[config.mk]
export PLATFORM = sky130hd
export DESIGN_NAME = mem_arbiter
export DESIGN_NICKNAME = d
export VERILOG_FILES = /design/src/rtl/mem_arbiter.sv
export SDC_FILE = /design/constraint.sdc
export NUM_CORES = 1
export LEC_CHECK = 0
export ABC_AREA = 1
export BUFFER_PORTS_ARGS = -buffer_cell sky130_fd_sc_hd__buf_2
export CORE_ASPECT_RATIO = 0.5
export CORE_MARGIN = 3
export CORE_UTILIZATION = 40
export DETAILED_ROUTE_END_ITERATION = 12
export MAX_ROUTING_LAYER = met4
export PLACE_DENSITY = 0.81
export SKIP_LAST_GASP = 1
export SYNTH_ARGS = -nofsm -noshare
export SYNTH_HDL_FRONTEND = slang
export SYNTH_SLANG_ARGS = --single-unit
[constraint.sdc]
create_clock -name clk -period 1.4 [get_ports clk]
set_input_delay 0 -clock clk [delete_from_list [all_inputs] [get_ports clk]]
set_output_delay 0 -clock clk [all_outputs]
set_load 0.02 [all_outputs]
[src/rtl/mem_arbiter.sv]
// mem_arbiter: shares one single-port memory between the fetch (I) and load/store (D) ports.
// D has priority; a streak counter forces an I grant after MAX_D_STREAK D grants while I waits.
module mem_arbiter #(
  parameter int ADDR_W       = 32,
  parameter int DATA_W       = 32,
  parameter int LATENCY      = 1,
  parameter int MAX_D_STREAK = 4
) (
  input  logic              clk,
  input  logic              rst,
  input  logic              i_req,
  input  logic [ADDR_W-1:0] i_addr,
  output logic              i_gnt,
  output logic              i_rvalid,
  output logic [DATA_W-1:0] i_rdata,
  input  logic              d_req,
  input  logic              d_we,
  input  logic [ADDR_W-1:0] d_addr,
  input  logic [DATA_W-1:0] d_wdata,
  output logic              d_gnt,
  output logic              d_rvalid,
  output logic [DATA_W-1:0] d_rdata,
  output logic              mem_en,
  output logic              mem_we,
  output logic [ADDR_W-1:0] mem_addr,
  output logic [DATA_W-1:0] mem_wdata,
  input  logic [DATA_W-1:0] mem_rdata
);
  localparam int CW = $clog2(LATENCY + 1);
  localparam int SW = $clog2(MAX_D_STREAK + 1);
  localparam logic [CW-1:0] CNT_INIT = CW'(LATENCY - 1);
  localparam logic [SW-1:0] SMAX = SW'(MAX_D_STREAK);
  typedef enum logic {IDLE, WAIT} state_t;
  state_t state, state_nx;
  logic [CW-1:0] cnt;
  logic [SW-1:0] streak;
  logic owner_d, idle, rd_gnt, done;
  // Gating with rst keeps grants and memory strobes low while reset is held.
  always_comb begin
    idle      = rst && state == IDLE;
    d_gnt     = idle && d_req && !(i_req && streak == SMAX);
    i_gnt     = idle && i_req && !d_gnt;
    rd_gnt    = i_gnt || (d_gnt && !d_we);
    done      = state == WAIT && cnt == '0;
    mem_en    = i_gnt || d_gnt;
    mem_we    = d_gnt && d_we;
    mem_addr  = d_gnt ? d_addr : i_gnt ? i_addr : '0;
    mem_wdata = d_gnt ? d_wdata : '0;
    state_nx  = rd_gnt ? WAIT : done ? IDLE : state;
  end
  always_ff @(posedge clk or negedge rst)
    if (!rst) state <= IDLE;
    else      state <= state_nx;
  always_ff @(posedge clk or negedge rst)
    if (!rst) begin
      cnt      <= '0;
      streak   <= '0;
      owner_d  <= 1'b0;
      i_rvalid <= 1'b0;
      d_rvalid <= 1'b0;
      i_rdata  <= '0;
      d_rdata  <= '0;
    end else begin
      i_rvalid <= done && !owner_d;
      d_rvalid <= done && owner_d;
      if (done && !owner_d) i_rdata <= mem_rdata;
      if (done && owner_d) d_rdata <= mem_rdata;
      if (rd_gnt) begin
        cnt     <= CNT_INIT;
        owner_d <= d_gnt;
      end else if (state == WAIT && cnt != '0) cnt <= cnt - 1'b1;
      if (i_gnt) streak <= '0;
      else if (d_gnt) streak <= !i_req ? '0 : streak == SMAX ? streak : streak + 1'b1;
    end
endmodule

* Word level (Yosys, flattened, before mapping)
Index checks and enable logic that the tools add are counted.
** Operators by class
- $add $sub $neg :: 2
- Eq/ne operators :: 2
- Multiplexer cells :: 11
- Bitwise gates (word level) :: 2
- Reduce and logical (&&, ||, !) cells :: 22
** Operators with widths (number)
- $mux W32 :: 3
- $logic_and A1 B1 Y1 :: 12
- $mux W3 :: 4
- $reduce_bool A2 Y1 :: 3
- $logic_not A1 Y1 :: 4
- $mux W1 :: 4
- $add A3 B1 Y3 const B :: 1
- $eq A3 B3 Y1 const B :: 1
- $ne A3 B3 Y1 const B :: 1
- $logic_or A1 B1 Y1 :: 2
- $not A1 Y1 :: 2
- $reduce_and A2 Y1 :: 1
- $sub A1 B1 Y1 const B :: 1
** Storage, ports and cells
- Register bits :: 72

* Longest topological paths before layout
Gate-level depths: netlist (run 1).
- Depth after elaboration :: 8
- Depth in mapped cells :: 9
- Depth with buffers taken out :: 8

* Worst setup path before layout (run 1)
OpenSTA, ideal clock, no wires.
- Path type :: register to output
- From :: register state
- To :: output mem_addr[23]
- Arrival time :: 1348 ps
- Slack :: 52 ps
- Stages on the path, launching flop included :: 9
- Buffers on the path :: 1
- Cells stage by stage :: dfrtp_1 -> inv_2 -> nand3_1 -> nand2_1 -> nand2_2 -> inv_4 -> buf_6 -> nand2_1 -> nand2_1
** Between the ends
- Longest elaborated chain between the ends :: 8
** Ends and longest elaborated chain
- start: declaration :: line 34 : state_t state, state_nx;
- start signal: assignment :: line 53 : else state <= state_nx;
- $not A1 Y1 (*) :: line 40 : idle = rst && state == IDLE;
- $logic_and A1 B1 Y1 (*) :: line 40
- $logic_and A1 B1 Y1 (2 in a row) :: line 41 : d_gnt = idle && d_req && !(i_req && streak == SMAX);
- $logic_not A1 Y1 :: line 42 : i_gnt = idle && i_req && !d_gnt;
- $logic_and A1 B1 Y1 (*) :: line 42
- net i_gnt :: line 13 : output logic i_gnt,
- $mux W32 (*) (2 in a row) :: line 47 : mem_addr = d_gnt ? d_addr : i_gnt ? i_addr : '0;
- end: declaration :: line 25 : output logic [ADDR_W-1:0] mem_addr,
The timed path passes the listed nets; every way through them passes the cells marked *.

* Final worst setup path (run 1)
- From :: register state
- To :: output mem_addr[11]
** Between the ends
- Longest elaborated chain between the ends :: 8
** Ends and longest elaborated chain (line)
- $not A1 Y1 (*) :: 40
- $logic_and A1 B1 Y1 (*) :: 40
- $logic_and A1 B1 Y1 (2 in a row) :: 41
- $logic_not A1 Y1 :: 42
- $logic_and A1 B1 Y1 :: 42
- $mux W32 :: 47
- $mux W32 (*) :: 47
Mark *: on every way between the ends. The rest lies on a longest branch, timed or not.

==> results of run 1 <==
## layout make-up
class	count	share of cell area, %
Timing Repair Buffer	327	36.0
Clock inverter	5	1.66
Clock buffer	11	3.88
Timing Repair inverter	1	0.180
Inverter	75	4.62
Multi-Input combinational cell	284	22.6
Tap cell	112	2.24
Sequential cell	72	28.8
## path summary, 6_finish.rpt
kind / slack, ns / cells after the start / end / start
worst min register to register: 0.48 / 2 / i_rdata[7] / i_rdata[7]
worst min-delay path: 0.02 / 2 / d_rdata[29] / rst
worst max-delay path: -0.40 / 9 / mem_addr[11] / state
min in group clk: 0.04 / 3 / streak[1] / i_req
max in group asynchronous: 0.82 / 2 / state / rst
worst max register to register: -0.30 / 11 / cnt / streak[1]
## cell families (layout without fill, tap and decap cells)
family          after synthesis  after routing
xor+xnor                      1              1
compound gates               67             67
fa+ha+maj                     2              2
buf+inv                      99            419
simple gates                214            214
flops                        72             72
## timing repair
action,CTS,global route
hold endpoints to repair,63,0
setup endpoints to repair,67,89
gates cloned,3,2
setup buffers,14,6
hold buffers,32,0
pin swaps,5,8
resized for setup,96,49
## Yosys cell counts
master / instances
a21oi_2: 1
buf_1: 1
buf_2: 8
buf_4: 5
buf_6: 3
clkbuf_1: 7
dfrtp_1: 72
ha_1: 2
inv_1: 73
inv_2: 1
inv_4: 1
nand2_1: 164
nand2_2: 1
nand3_1: 10
nand3_2: 2
nor2_1: 36
nor2b_1: 1
o21ai_0: 66
xor2_1: 1
## routing by layer
metal  track usage [%]  up-vias
met5                 -        -
met4              16.0        0
met3              7.36       63
met2              51.7      258
met1              35.1     2054
li1                  -     2000
## cell usage in the layout, fill, tap and decap left out, types with 10 or more instances in the layout
| master | n |
|---|---|
| buf_2 | 227 |
| nand2_1 | 129 |
| dfrtp_1 | 72 |
| inv_1 | 71 |
| o21ai_0 | 66 |
| nor2_1 | 34 |
| dlygate4sd3_1 | 32 |
| buf_6 | 31 |
| nand2_2 | 30 |
| buf_4 | 24 |
| clkbuf_16 | 11 |
| buf_12 | 10 |
## critical path: stages, from the launching register on
cell     delay, ns
dfrtp_1       0.44
inv_2         0.11
nand3_2       0.14
nand2_2       0.19
nand2_8       0.11
inv_8         0.09
buf_8         0.13
nand2_2       0.05
nand2_1       0.09
buf_6         0.12
## metrics by stage
stage          worst slack, ns  hold WS (ns)
6_report                -0.400        0.0188
4_1_cts                 -0.321       0.00345
3_3_place_gp           -0.0290         0.266
5_1_grt                 -0.450        0.0427
3_5_place_dp           -0.0706         0.276
2_1_floorplan           0.0516        -0.296
## registers in the layout, summed over array words and instances (netlist names)
register	cells
d_rdata	32
state	1
streak	3
i_rvalid	1
owner_d	1
cnt	1
i_rdata	32
d_rvalid	1
## power breakdown
part | switching [mW] | total, mW | internal [mW]
Clock | 0.839 | 2.63 | 1.79
Combinational | 2.76 | 4.33 | 1.58
Sequential | 0.465 | 3.36 | 2.89
==> results.cfg, run 1 <==
[place]
portBuffers = 266
place.gp.congestion = 0.841
dp_hpwl_mm = 9.63
dp.cells = 819
placed_area_um2 = 4900

[layout]
fill_cells = 527
stdcell_area_um2 = 6250
regArea_um2 = 1800
fin_cells = 887
area.growth.synth_to_final_pct = 82.1
antenna_cells = 0
nets = 905
drive_above_1_share_pct = 46.8
multiInputGateArea_um2 = 1410
fin_util_pct = 76.5

[logic_synthesis]
synth_top_area_cell = dfrtp_1
synth_top_area_share_pct = 52.5
synth.ff_latch_count = 72
synthSimpleGateAreaFrac_pct = 24.3
synth_area_um2 = 3430
synth-compound-area-share_pct = 9.88
synthMuxAreaShare_pct = 0
synth-xor-area-share_pct = 0.255
seq_area_frac_synth_pct = 52.5
synthAdderAreaFrac_pct = 0.729
synthCells = 455
synth_area_leaders = dfrtp_1 52%, nand2_1 18%, o21ai_0 9.6%
syn_area_per_cell_um2 = 7.55
synth_warnings = 0
synth_top_family_by_area = simple AND/OR/NAND/NOR gates
synth.distinct_cells = 19
synth_nets = 590

[setup_path]
path_class = reg -> out
critical_path.max_fanout = 8
start_kind = register
required_ns = 1.40
cp_data_arrival_time_ns = 1.80
setup.worst_path.end_class = output pin

[clocking]
cts_tree = built
clkLatencyLatePin_ns = 0.33
root_buffer = clkbuf_16
clk_path_buf_depth = 2
htreeDepth = 3
cts_buffers = 9
cts_sinks = 72
clk_pin_slew_ns = 0.05

[run_status]
status = finished with violations
violations = negative setup slack

[die]
dieHeight_um = 71.5
die_area_um2 = 9800
core_area_um2 = 8170
die_w_um = 137
io-pin-count = 267
rows = 23
start_util_pct = 42.0

[routing]
dr.pass1.iters = 5
viasPerCell = 4.93
vias = 4375
top_layer = met4
routedWlPerCell_um = 17.6
ant_nets = 0
drt_iter0_drc = 358
finalWirelength_mm = 15.6
wl_met1_mm = 5.63
met2_length_mm = 7.97
wl_met3_mm = 1.26
remaining_drc_errors = 0

[global_route]
grt_pass1_wl_mm = 22.5
grt_pass1_vias = 4333
grtUsageTotal_pct = 31.0
antenna_found_initial = 0
grt.overflow.total = 0
grt_max_degree = 73

[timing]
worst_slew_pin_slew_ns = 0.891
max_freq_ghz = 0.556
finalSetupViolCount = 77
skew_ns = 0.00618
setup-tns-final_ns = -20.96
setup_slack_ns = -0.400
max_slew_margin_pct = 40.6
hold_viol = 0
drv_slew = 0
timing.final.crit_share_pct = 129
rsz0062_at_grt = yes
period_needed_ns = 1.80

[power]
leakagePower_nw = 3.73
power.density_nw_per_um2 = 1650
ir_worst_vdd_mv = 1.30
finalPower_mw = 10.3

[worst_hold_path]
hold_path.class = in -> async

[run]
drv_cap = 0
No activity file was read; power rests on OpenSTA's default activity.
==> run 2, diff against run 1 <==
--- a/config.mk
+++ b/config.mk
@@ -7,12 +7,14 @@
 export LEC_CHECK = 0
 export ABC_AREA = 1
 export BUFFER_PORTS_ARGS = -buffer_cell sky130_fd_sc_hd__buf_2
+export CELL_PAD_IN_SITES_DETAIL_PLACEMENT = 0
+export CELL_PAD_IN_SITES_GLOBAL_PLACEMENT = 1
 export CORE_ASPECT_RATIO = 0.5
 export CORE_MARGIN = 3
-export CORE_UTILIZATION = 40
+export CORE_UTILIZATION = 26
 export DETAILED_ROUTE_END_ITERATION = 12
 export MAX_ROUTING_LAYER = met4
-export PLACE_DENSITY = 0.81
+export PLACE_DENSITY_LB_ADDON = 0.1
 export SKIP_LAST_GASP = 1
 export SYNTH_ARGS = -nofsm -noshare
 export SYNTH_HDL_FRONTEND = slang
==> run 2 against run 1 <==
  * The flow finishes with violations (negative hold slack, negative setup slack)
  * Critical path depth is the same
  * Worst hold slack lost 0.040 ns
  * Flip-flop and latch count is the same
  * Routed wire length shrank 19%
  * Combinational power shrank 5%
  * Global-route usage shrank 14 points
  * Non-clock buffer count is the same
  * Total power shrank 6.4%
  * Final cell count grew 5.9%
  * Core utilization shrank 25 points
==> results.cfg, run 2 (synthesized netlist as in run 1, its figures left out) <==
[die]
start_util_pct = 27.8
die_area_um2 = 14700
dieHeight_um = 87.3
die_w_um = 169
core_area_um2 = 12300
io-pin-count = 267
rows = 28

[timing]
setup_slack_ns = -0.269
hold_viol = 69
setup-tns-final_ns = -15.93
max_freq_ghz = 0.599
drv_slew = 0
finalSetupViolCount = 70
skew_ns = 0.00730
worst_slew_pin_slew_ns = 0.867
rsz0062_at_grt = yes
timing.final.crit_share_pct = 119
max_slew_margin_pct = 42.2
holdWs_ns = -0.0208
period_needed_ns = 1.67

[setup_path]
r2r_end = streak[1]
setup.worst_path.end_class = output pin
crit_family = buffers and inverters
critical_path.max_fanout = 4
required_ns = 1.40
r2r_cells = 9
path_cells = inv_2, ha_4, nand3_4, nor2b_4, buf_12, clkbuf_16, nand2_2, nand2_2, buf_6
path_class = reg -> out
start_kind = register
cp_slowest_cell = dfrtp_1
path_common_cell = nand2_2
startpoint = streak[0]
cp_num_buf_inv = 4
rr_startpoint = streak[0]
cp_slowest_stage_delay_ns = 0.39
cp_data_arrival_time_ns = 1.67
r2r_slack_ns = -0.11

[global_route]
grt_pass1_wl_mm = 19.9
grt_max_degree = 70
grt.overflow.total = 0
antenna_found_initial = 1
grt_pass1_vias = 3773
grtUsageTotal_pct = 17.3

[worst_hold_path]
hold_path.class = in -> async

[clocking]
clkLatencyLatePin_ns = 0.32
cts_tree = built
htreeDepth = 3
cts_sinks = 72
cts_buffers = 9
clk_path_buf_depth = 2
root_buffer = clkbuf_16
clk_pin_slew_ns = 0.06

[layout]
final_common_cell = buf_2
fill_cells = 1272
area.growth.synth_to_final_pct = 83.8
drive_above_1_share_pct = 48.9
fin_util_pct = 51.2
nets = 904
final_cell_mix = 231 x buf_2, 109 x nand2_1, 72 x dfrtp_1
top_regs = d_rdata (32), i_rdata (32), streak (3)

[place]
dp_hpwl_mm = 9.09
place_ws_ns = -0.0271
place.gp.congestion = 0.841
portBuffers = 266

[run_status]
violations = negative hold slack, negative setup slack
status = finished with violations

[power]
power.density_nw_per_um2 = 1530
ir_worst_vdd_mv = 0.764
leakagePower_nw = 3.72
finalPower_mw = 9.65

[routing]
ant_nets = 0
routedWlPerCell_um = 13.5
remaining_drc_errors = 0
drt_iter0_drc = 157
dr.pass1.iters = 4
vias = 3829
viasPerCell = 4.08
finalWirelength_mm = 12.7

[run]
drv_cap = 0
## run 2: power breakdown
part           internal (mW)  total (mW)  switching (mW)
sequential              2.89        3.29           0.397
combinational           1.60        4.13            2.53
clock                   1.41        2.24           0.825
## run 2: how the worst max path moves through the flow
stage	end	slack, ns	cells after the start
after floorplan	mem_addr[23]	0.05	8
after global placement	mem_addr[18]	0.004	8
after detailed placement	mem_addr[18]	-0.03	8
after CTS	mem_addr[29]	-0.27	9
after global routing	mem_addr[9]	-0.38	9
final	mem_addr[31]	-0.27	9
## run 2: routing by layer
metal  GRT usage [%]  wire length (um)  vias up
li1                -                 -     1989
met3            4.22               693       10
met5               -                 0        -
met1            21.3              5540     1712
met2            29.3              6330      118
met4            3.64               130        0
## run 2: stage by stage
stage               area [um2]  std cells
global route              6310        939
floorplan                 3430        455
finish                    6310        939
global placement          5040        876
detailed placement        5040        876
CTS                       6110        935
## run 2: repair_timing
action	in CTS	in global routing
resized for setup	94	51
gates cloned	3	2
endpoints found under the setup margin	67	70
endpoints found under the hold margin	68	0
buffers inserted	7	1
pin swaps	9	30
hold buffers	34	0
## run 2: area by class of cell
class                           instances  area (um2)  area share, %
Multi-Input combinational cell        284        1430           22.7
Clock inverter                          5        57.6          0.912
Tap cell                              165         206           3.27
Sequential cell                        72        1800           28.6
Clock buffer                           10         239           3.79
Timing Repair Buffer                  327        2280           36.2
Antenna cell                            1        2.50         0.0397
Inverter                               75         284           4.50
==> run 3, diff against run 2 <==
--- a/config.mk
+++ b/config.mk
@@ -9,7 +9,7 @@
 export BUFFER_PORTS_ARGS = -buffer_cell sky130_fd_sc_hd__buf_2
 export CELL_PAD_IN_SITES_DETAIL_PLACEMENT = 0
 export CELL_PAD_IN_SITES_GLOBAL_PLACEMENT = 1
-export CORE_ASPECT_RATIO = 0.5
+export CORE_ASPECT_RATIO = 0.7
 export CORE_MARGIN = 3
 export CORE_UTILIZATION = 26
 export DETAILED_ROUTE_END_ITERATION = 12
==> run 3 against run 2 <==
  * Total power grew 1.4%
  * The flow finishes with violations (negative setup slack)
  * First-iteration DRC count up 1.3%
  * Final area increased by 3.5%
  * Routed wire length is 2.9% higher
  * Non-clock buffer count grew 5
  * Highest routed layer unchanged
  * Largest power group unchanged
  * Flip-flop and latch count unchanged
  * Critical path type unchanged
  * Clock skew grew 0.00051 ns
  * Worst setup slack worse by 0.056 ns
  * Via count grew 2.9%
  * Global-route usage decreased by 1.6 points
==> results.cfg, run 3 (synthesized netlist as in run 1, its figures left out) <==
[power]
p_sw_share_pct = 39.2
p_seq_share_pct = 33.9
power.density_nw_per_um2 = 1500
leakagePower_nw = 3.73
power_frac_comb_pct = 43.1
p_clk_share_pct = 23.0
power.internal_mw = 5.95
ir_worst_vdd_mv = 0.778
p_switching_mw = 3.84

[setup_path]
cp_slowest_stage_delay_ns = 0.42
path_common_cell = buf_6
path_cells = inv_2, nand3_2, buf_6, nor2b_4, buf_12, buf_6, nand2_1, nand2_1, buf_6
rr_startpoint = streak[1]
start_kind = register
critical_path.max_fanout = 8
cp_slowest_cell = dfrtp_1
path_class = reg -> out
cp_data_arrival_time_ns = 1.72
r2r_cells = 9
r2r_end = streak[1]
startpoint = state
setup.worst_path.end_class = output pin
r2r_slack_ns = -0.10
required_ns = 1.40

[die]
core_area_um2 = 12700
die_area_um2 = 14600
start_util_pct = 27.1
io-pin-count = 267
die_w_um = 143
rows = 34
dieHeight_um = 102

[timing]
max_freq_ghz = 0.580
hold_viol = 0
finalSetupViolCount = 70
rsz0062_at_grt = yes
max_slew_margin_pct = 38.2
setup_slack_ns = -0.325
skew_ns = 0.00782
worst_slew_pin_slew_ns = 0.928
setup-tns-final_ns = -19.19
timing.final.crit_share_pct = 123
drv_slew = 0
period_needed_ns = 1.72

[clocking]
cts_sinks = 72
htreeDepth = 3
cts_tree = built
cts_buffers = 9
clk_path_buf_depth = 2
clkLatencyLatePin_ns = 0.33
root_buffer = clkbuf_16
clk_pin_slew_ns = 0.06

[place]
placed_area_um2 = 5050
dp.cells = 879
place.gp.congestion = 0.771
dp_hpwl_mm = 8.77
portBuffers = 266

[layout]
fin_cells = 942
area.growth.synth_to_final_pct = 90.3
final_cell_mix = 197 x buf_2, 145 x nand2_1, 72 x dfrtp_1
drive_above_1_share_pct = 46.8
nets = 910
stdcell_area_um2 = 6530
antenna_cells = 0
top_regs = d_rdata (32), i_rdata (32), streak (3)
final_common_cell = buf_2

[routing]
met2_length_mm = 6.48
vias = 3940
viasPerCell = 4.18
finalWirelength_mm = 13.1
top_layer = met4
ant_nets = 0
wl_met1_mm = 5.64
remaining_drc_errors = 0
drt_iter0_drc = 159
dr.pass1.iters = 5
wl_met3_um = 868
routedWlPerCell_um = 13.9

[global_route]
grt_pass1_wl_mm = 17.9
grt_pass1_vias = 3700
antenna_found_initial = 0
grt_max_degree = 73
grtUsageTotal_pct = 15.7
grt.overflow.total = 0

[run]
drv_cap = 0

[worst_hold_path]
whs_path_depth = 4
hold_path_startpoint = d_we
holdPathEnd = owner_d
hold_path.class = in -> reg

[run_status]
status = finished with violations
violations = negative setup slack
## run 3: power by group through the flow
stage               logic, mW  registers, mW  clock network, mW
floorplan                1.15           4.32                  0
global placement         3.73           3.30                  0
detailed placement       3.76           3.32                  0
CTS                      3.91           3.32               2.35
global route             4.60           3.43               2.44
finish                   4.22           3.32               2.26
## run 3: layout make-up
type                       instances  area (um2)
multi-input combinational        284        1460
clock buffer                      11         243
timing repair inverter             1        8.76
fill                            1221        6140
tap                              162         203
clock inverter                     5        56.3
sequential                        72        1800
inverter                          75         294
timing repair buffer             332        2470
## run 3: per-stage QoR
step | worst slack (ns) | power (mW) | utilization (%) | hold WS, ns
after CTS | -0.329 | 9.57 | 45.7 | 0.0351
final | -0.325 | 9.79 | 51.5 | 0.0705
after global routing | -0.431 | 10.5 | 51.5 | 0.0869
after global placement | 0.000367 | 7.04 | 39.9 | 0.269
after detailed placement | 0.00702 | 7.08 | 39.9 | 0.278
after floorplan | 0.0516 | 5.47 | - | -0.296
## run 3: how the worst max path moves through the flow
stage	end	depth (start not counted)
floorplan	mem_addr[23]	8
global placement	mem_addr[23]	8
detailed placement	mem_addr[14]	10
CTS	mem_addr[29]	8
global route	mem_addr[8]	10
finish	mem_addr[5]	9
## run 3: routing by layer
metal,GRT usage (%),vias up
met4,2.60,0
met3,4.77,8
met1,18.9,1791
met2,26.7,142
met5,-,-
li1,-,1999
## run 3: repair_timing
action / in CTS / in global routing
buffers inserted: 1 / 4
hold buffers: 34 / 0
gates resized for setup: 31 / 168
setup endpoints to repair: 67 / 71
pin swaps: 1 / 16
gates cloned: 1 / 7
endpoints found under the hold margin: 124 / 0
## run 3: critical path, delay by kind of cell (launching register included)
kind / cells / cell delay, ns
buffers and inverters: 5 / 0.62
and+or+nand+nor: 4 / 0.35
DFF: 1 / 0.42
